--- src/rtl/crypto_key_slot_receiver.sv ---
// Consumer-side key slot: qualifies a distributed key for stability, holds it
// steady across engine operations and scrubs it word-by-word on revoke/zeroize.
module crypto_key_slot_receiver #(
  parameter int KEY_WIDTH     = 256,
  parameter int WORD_WIDTH    = 32,
  parameter int STABLE_CYCLES = 2
) (
  input  logic                 clock,
  input  logic                 reset,
  input  logic [KEY_WIDTH-1:0] key_in,
  input  logic                 key_in_valid,
  input  logic                 zeroize,
  input  logic                 op_start,
  input  logic                 op_done,
  input  logic                 fault_clear,
  output logic [KEY_WIDTH-1:0] engine_key,
  output logic                 engine_key_valid,
  output logic                 op_grant,
  output logic                 key_ready,
  output logic                 scrub_busy,
  output logic                 key_fault,
  output logic [3:0]           key_epoch
);

  localparam int NUM_WORDS = KEY_WIDTH / WORD_WIDTH;
  localparam int IDX_W     = (NUM_WORDS > 1) ? $clog2(NUM_WORDS) : 1;
  localparam logic [IDX_W-1:0] LAST_IDX   = IDX_W'(NUM_WORDS - 1);
  localparam logic [3:0]       STABLE_CNT = 4'(STABLE_CYCLES);

  typedef enum logic [2:0] {
    ST_EMPTY,
    ST_QUALIFY,
    ST_LOADED,
    ST_IN_USE,
    ST_SCRUB
  } state_e;

  state_e               state_q, state_d;
  logic [KEY_WIDTH-1:0] key_reg_q, key_reg_d;
  logic [KEY_WIDTH-1:0] snapshot_q, snapshot_d;
  logic [3:0]           count_q, count_d;
  logic [IDX_W-1:0]     word_idx_q, word_idx_d;
  logic                 pending_revoke_q, pending_revoke_d;
  logic                 key_fault_q, key_fault_d;
  logic [3:0]           key_epoch_q, key_epoch_d;

  logic revoke;
  logic key_nonzero;
  logic fault_set;

  assign revoke      = !key_in_valid || (key_in != key_reg_q);
  assign key_nonzero = |key_in;

  always_comb begin
    state_d          = state_q;
    key_reg_d        = key_reg_q;
    snapshot_d       = snapshot_q;
    count_d          = count_q;
    word_idx_d       = word_idx_q;
    pending_revoke_d = pending_revoke_q;
    key_epoch_d      = key_epoch_q;
    fault_set        = 1'b0;

    case (state_q)
      ST_EMPTY: begin
        if (op_start || op_done) fault_set = 1'b1;
        // Zeroize while empty has nothing to scrub; it only blocks qualification.
        if (!zeroize && key_in_valid && key_nonzero) begin
          if (STABLE_CYCLES == 1) begin
            key_reg_d   = key_in;
            key_epoch_d = key_epoch_q + 4'd1;
            state_d     = ST_LOADED;
          end else begin
            snapshot_d = key_in;
            count_d    = 4'd1;
            state_d    = ST_QUALIFY;
          end
        end
      end

      ST_QUALIFY: begin
        if (op_start || op_done) fault_set = 1'b1;
        if (zeroize) begin
          state_d = ST_SCRUB;
        end else if (key_in_valid && key_nonzero) begin
          if (key_in == snapshot_q) begin
            if (count_q + 4'd1 == STABLE_CNT) begin
              key_reg_d   = snapshot_q;
              key_epoch_d = key_epoch_q + 4'd1;
              count_d     = '0;
              state_d     = ST_LOADED;
            end else begin
              count_d = count_q + 4'd1;
            end
          end else begin
            snapshot_d = key_in;
            count_d    = 4'd1;
          end
        end else begin
          snapshot_d = '0;
          count_d    = '0;
          state_d    = ST_EMPTY;
        end
      end

      ST_LOADED: begin
        if (op_done) fault_set = 1'b1;
        if (zeroize || revoke) begin
          state_d = ST_SCRUB;
        end else if (op_start) begin
          state_d = ST_IN_USE;
        end
      end

      ST_IN_USE: begin
        if (op_start) fault_set = 1'b1;
        if (zeroize) begin
          fault_set = 1'b1;
          state_d   = ST_SCRUB;
        end else begin
          if (revoke) begin
            pending_revoke_d = 1'b1;
            fault_set        = 1'b1;
          end
          if (op_done) begin
            state_d = (pending_revoke_q || revoke) ? ST_SCRUB : ST_LOADED;
          end
        end
      end

      ST_SCRUB: begin
        for (int unsigned w = 0; w < NUM_WORDS; w++) begin
          if (w == 32'(word_idx_q)) key_reg_d[w*WORD_WIDTH +: WORD_WIDTH] = '0;
        end
        snapshot_d       = '0;
        count_d          = '0;
        pending_revoke_d = 1'b0;
        if (word_idx_q == LAST_IDX) begin
          word_idx_d = '0;
          state_d    = ST_EMPTY;
        end else begin
          word_idx_d = word_idx_q + 1'b1;
        end
      end

      default: state_d = ST_EMPTY;
    endcase

    key_fault_d = fault_set ? 1'b1 : (fault_clear ? 1'b0 : key_fault_q);
  end

  always_ff @(posedge clock or posedge reset) begin
    if (reset) begin
      state_q          <= ST_EMPTY;
      key_reg_q        <= '0;
      snapshot_q       <= '0;
      count_q          <= '0;
      word_idx_q       <= '0;
      pending_revoke_q <= 1'b0;
      key_fault_q      <= 1'b0;
      key_epoch_q      <= '0;
    end else begin
      state_q          <= state_d;
      key_reg_q        <= key_reg_d;
      snapshot_q       <= snapshot_d;
      count_q          <= count_d;
      word_idx_q       <= word_idx_d;
      pending_revoke_q <= pending_revoke_d;
      key_fault_q      <= key_fault_d;
      key_epoch_q      <= key_epoch_d;
    end
  end

  assign engine_key_valid = (state_q == ST_LOADED) || (state_q == ST_IN_USE);
  assign engine_key       = engine_key_valid ? key_reg_q : '0;
  assign key_ready        = (state_q == ST_LOADED);
  assign scrub_busy       = (state_q == ST_SCRUB);
  assign key_fault        = key_fault_q;
  assign key_epoch        = key_epoch_q;
  assign op_grant         = op_start && (state_q == ST_LOADED) && !revoke && !zeroize;

endmodule

--- config.mk ---
export PLATFORM = sky130hd
export DESIGN_NAME = crypto_key_slot_receiver
export DESIGN_NICKNAME = d
export VERILOG_FILES = /design/src/rtl/crypto_key_slot_receiver.sv
export SDC_FILE = /design/constraint.sdc
export NUM_CORES = 2
export LEC_CHECK = 0
export CAP_MARGIN = 20
export CELL_PAD_IN_SITES_DETAIL_PLACEMENT = 1
export CELL_PAD_IN_SITES_GLOBAL_PLACEMENT = 1
export CORE_UTILIZATION = 41
export CTS_BUF_LIST = sky130_fd_sc_hd__clkbuf_8
export DETAILED_ROUTE_END_ITERATION = 12
export PLACE_DENSITY_LB_ADDON = 0.1
export SYNTH_ARGS = -nofsm -noshare
export SYNTH_HDL_FRONTEND = slang
export SYNTH_SLANG_ARGS = --single-unit
--- constraint.sdc ---
create_clock -name clock -period 24 [get_ports clock]
set_input_delay 4.8 -clock clock [delete_from_list [all_inputs] [get_ports clock]]
set_output_delay 4.8 -clock clock [all_outputs]
set_load 0.005 [all_outputs]
; ---- Word level (Yosys, flattened, before mapping)
; Cells that the tools add are included.
[classes]
n_reduce_logical = 35
eq_ne = 36
mux = 49
n_addsub = 3
bitwise = 1
[op_table]
columns = operator, n
row1 = $mux W256, 9
row2 = $pmux W256 S3, 1
row3 = $pmux W256 S2, 1
row4 = $eq A256 B256 Y1, 1
row5 = $mux W32, 8
row6 = $ne A256 B256 Y1, 1
row7 = $reduce_or A256 Y1, 1
row8 = $reduce_and A6 Y1, 9
row9 = $mux W3, 12
row10 = $mux W4, 5
row11 = $ne A2 B1 Y1 const B, 9
row12 = $pmux W3 S5, 1
row13 = $ne A2 B2 Y1 const B, 7
row14 = $eq A3 B3 Y1 const A, 4
row15 = $pmux W4 S3, 1
row16 = $mux W1, 9
row17 = $add A4 B1 Y4 const B, 2
row18 = $ne A4 B4 Y1 const B, 2
row19 = $eq A2 B3 Y1 const A, 2
row20 = $eq A3 B2 Y1 const B, 2
row21 = $eq A3 B3 Y1 const B, 2
row22 = $logic_and A1 B1 Y1, 6
row23 = $logic_not A3 Y1, 2
row24 = $ne A3 B3 Y1 const B, 2
row25 = 16 further kinds, 25
[totals]
word_cells = 139
output_inout_bits = 265
reg_bits = 528
in_bits = 263

; ---- Longest topological paths before layout
[logic_depth]
word_depth = 7
depth_mapped = 13
mapped_depth_nobuf = 9

; ---- Least setup slack after synthesis
; OpenSTA, ideal clock, no wires.
[synth_path]
path_type = input -> output
from = input key_in[255]
to = output op_grant
path_stages = 7
arrival_ps = 6505
required_time_ps = 19200
slack_ps = 12695
cell_sequence = xnor2_1 -> o221ai_1 -> or4_1 -> or4_1 -> nand4bb_1 -> nor3_1 -> and3_1
[synth_via]
elab_chain_cells = 5
[synth_rtl]
columns = element, line
row1 = "start, declared", 10  ; input logic [KEY_WIDTH-1:0] key_in,
row2 = $ne A256 B256 Y1, 51  ; assign revoke = !key_in_valid || (key_in != key_reg_q);
row3 = $logic_or A1 B1 Y1, 51
row4 = $logic_not A1 Y1, 180  ; assign op_grant = op_start && (state_q == ST_LOADED) && !revoke && !zeroize;
row5 = $logic_and A1 B1 Y1 (2 in series), 180
row6 = "end, declared", 18  ; output logic op_grant,
; Every way passes these cells.

; ---- Worst setup path in the final report
[layout_path]
from = input key_in[230]
to = output op_grant
; Same word-level chain as after synthesis.

==> impl_metrics.json <==
{
  "end_kind": "output pin",
  "core_area_sq_um": 68700,
  "routedWlPerCell_microns": 38.2,
  "synth_ff_type": "dfrtp_1",
  "io_pins": 528,
  "area_growth_syn_to_layout_pct": 27.9,
  "crit_chain": "clkdlybuf4s50_1 -> xor2_1 -> clkbuf_8 -> nor4_1 -> nand3_1 -> or4_1 -> nand4bb_1 -> nor3_1 -> and3_1 -> clkdlybuf4s50_1",
  "finalSetupTns_ns": 0,
  "die_area_sq_um": 70500,
  "place_inst": 4359,
  "hold_buffers": 0,
  "synthArstFlopShare_pct": 100,
  "synth_area_leaders": "dfrtp_1 46%, xnor2_1 8.6%, a22o_1 8.3%",
  "initialDrtViolationCount": 3923,
  "grtUsageTotal_pct": 48.7,
  "slew_headroom_pct": 14.2,
  "dpl.hpwl_mm": 135,
  "grt_max_degree": 236,
  "clk_latency_ns": 0.74,
  "fin_cells": 4543,
  "multi_input_area_sq_um": 13900,
  "cts_buffers": 93,
  "gp_congestion": 1.07,
  "yosys.area.top_type_share_pct": 46.4,
  "cts_setup_buffers": 0,
  "cts_resized": 0,
  "maxCapViolations": 0,
  "cts.root.buffer_cell": "clkbuf_8",
  "clk_pin_slew_ns": 0.06,
  "htree_levels": 3,
  "max_freq_mhz": 71.7,
  "portBuffers": 527,
  "synth_nets": 3332,
  "fillers": 7711,
  "final_area_sq_um": 36400,
  "dpl_cell_area_sq_um": 34300,
  "drt-total-wl_mm": 174,
  "clock_skew_ns": 0.0525,
  "syn-cell-area_sq_um": 28500,
  "worstPathRequired_ns": 19.20,
  "critPathMaxStageDelay_ns": 0.94,
  "synth_edf_count": 0,
  "ys_ff_latch": 528,
  "antenna_found_initial": 27,
  "syn_inst": 3060,
  "ff_latch_area_sq_um": 13200,
  "fp.dieW_microns": 266,
  "hp-class": "reg -> reg",
  "crit_path_frequent_cell": "clkdlybuf4s50_1",
  "peakVddDrop_mv": 0.217,
  "drc": 0,
  "worstPathArrival_ns": 9.14,
  "die_h_microns": 266,
  "min_period_over_period_pct": 58.1,
  "ys_seq_area_share_pct": 46.4,
  "start_util_pct": 41.4,
  "rsz0062_at_grt": "no",
  "critPathKind": "in -> out",
  "cp_top_family": "simple AND/OR/NAND/NOR gates",
  "start_kind": "primary input",
  "core.rowCount": 96,
  "dr.pass1.iters": 6,
  "period_needed_ns": 13.94,
  "synth_largest_area_cell": "dfrtp_1",
  "cts_tree": "yes",
  "via_count": 29296,
  "power_density_nw_per_um2": 101,
  "grt_first_pass_wirelength_mm": 237,
  "yosys_warnings": 0,
  "grt_pass1_vias": 29492,
  "worst_pin_slew_ns": 1.29,
  "cp_max_fo": 4,
  "cts.path.max_buffers": 3,
  "setup_viol": 0,
  "status": "finished, final reports clean",
  "cts_sinks": 528,
  "synth_cell_types": 56,
  "slowest_stage": "nor4_1",
  "leakagePower_nw": 16.1,
  "avgSynthCellArea_sq_um": 9.31,
  "ant_nets": 0,
  "final-hold-violation-count": 0,
  "drv_slew": 0,
  "path_buf_inv": 3,
  "viasPerCell": 6.45,
  "nNetsFinal": 3798,
  "overflow": 0,
  "drive_gt1_share_pct": 5.55
}
[per-layer routing]
metal | up-vias | track usage (%) | routed length (microns)
met1 | 14995 | 61.3 | 66500
met3 | 535 | 15.1 | 18300
li1 | 11735 | - | -
met4 | 16 | 34.7 | 14500
met2 | 2015 | 70.9 | 74100
met5 | - | 0 | 92
[worst paths after layout]
kind                                     start              end  slack (ns)  depth (start not counted)
worst max-delay path               key_in[230]         op_grant       10.06                         10
worst min-delay path              key_epoch[3]     key_epoch[3]        0.47                          1
max in group asynchronous                reset  snapshot_q[142]       17.03                          4
worst min register to register    key_epoch[3]     key_epoch[3]        0.47                          1
worst max register to register  snapshot_q[41]  snapshot_q[203]       17.28                         11
min in group asynchronous                reset     key_epoch[3]        4.56                          2
[cell type report]
| class | count | area share, % |
|---|---|---|
| inverters | 126 | 1.33 |
| repair buffers | 564 | 15.4 |
| clock buffers | 122 | 4.61 |
| multi-input cells | 2213 | 38.1 |
| flip-flops and latches | 528 | 36.3 |
| diodes | 11 | 0.0756 |
| clock inverters | 48 | 0.989 |
| well taps | 931 | 3.20 |
[power by group]
part	switching (mW)	internal [mW]	leakage, nW
clock network	0.427	0.503	1.15
registers	0.220	1.10	7.03
logic	1.05	0.370	7.90
[Yosys cell counts (21+ instances only)]
| master | number |
|---|---|
| dfrtp_1 | 528 |
| xnor2_1 | 278 |
| a22o_1 | 270 |
| o21ai_1 | 70 |
| buf_4 | 21 |
| a2111oi_0 | 23 |
| nor4_1 | 119 |
| and3_1 | 192 |
| nand2_1 | 538 |
| o21ai_0 | 195 |
| inv_1 | 125 |
| nor2b_1 | 66 |
| buf_2 | 30 |
| nand4_1 | 103 |
| nor2_1 | 89 |
| nand2b_1 | 30 |
| xor2_1 | 96 |
| o22ai_1 | 40 |
| clkbuf_1 | 124 |
[sequential cells by signal, summed over array words and instances, names as in the netlist]
register and flops:
key_reg_q 256, snapshot_q 256, count_q 4, key_epoch 4, state_q 3, word_idx_q 3
key_fault 1, pending_revoke_q 1
[layout by cell type (no fill, tap or decap), drive strengths merged, types with 23 or more instances in the layout]
master and n:
nor2b 66, dfrtp 528, nand2b 30, and3 192, inv 152, xor2 96, clkbuf 123, nand2 538
xnor2 278, o22ai 40, o21ai 266, clkdlybuf4s50 527, nor2 89, a2111oi 23, nand4 103, a22o 270
buf 36, nor4 120
[logic make-up (layout without fill, tap and decap cells)]
kind of cell,after synthesis,count (layout),share of synthesized area [%]
simple gates,1170,1170,20.3
compound gates,659,659,16.3
flops,528,528,46.4
xor+xnor,374,374,11.5
buf+inv,319,860,5.05
fa+ha+maj,9,9,0.395
mux,1,1,0.0395
other cells,0,11,0
[through the flow]
step / power (mW) / setup slack [ns] / hold WS, ns / utilization, %
after detailed placement: 2.66 / 9.96 / 0.467 / 49.9
after floorplan: 2.04 / 4.45 / 0.466 / -
after global routing: 3.76 / 10.01 / 0.494 / 53.0
after CTS: 3.59 / 9.95 / 0.475 / 52.9
after global placement: 2.58 / 10.03 / 0.462 / 49.9
final: 3.67 / 10.06 / 0.471 / 53.0
Power figures use the tool's default switching activity.
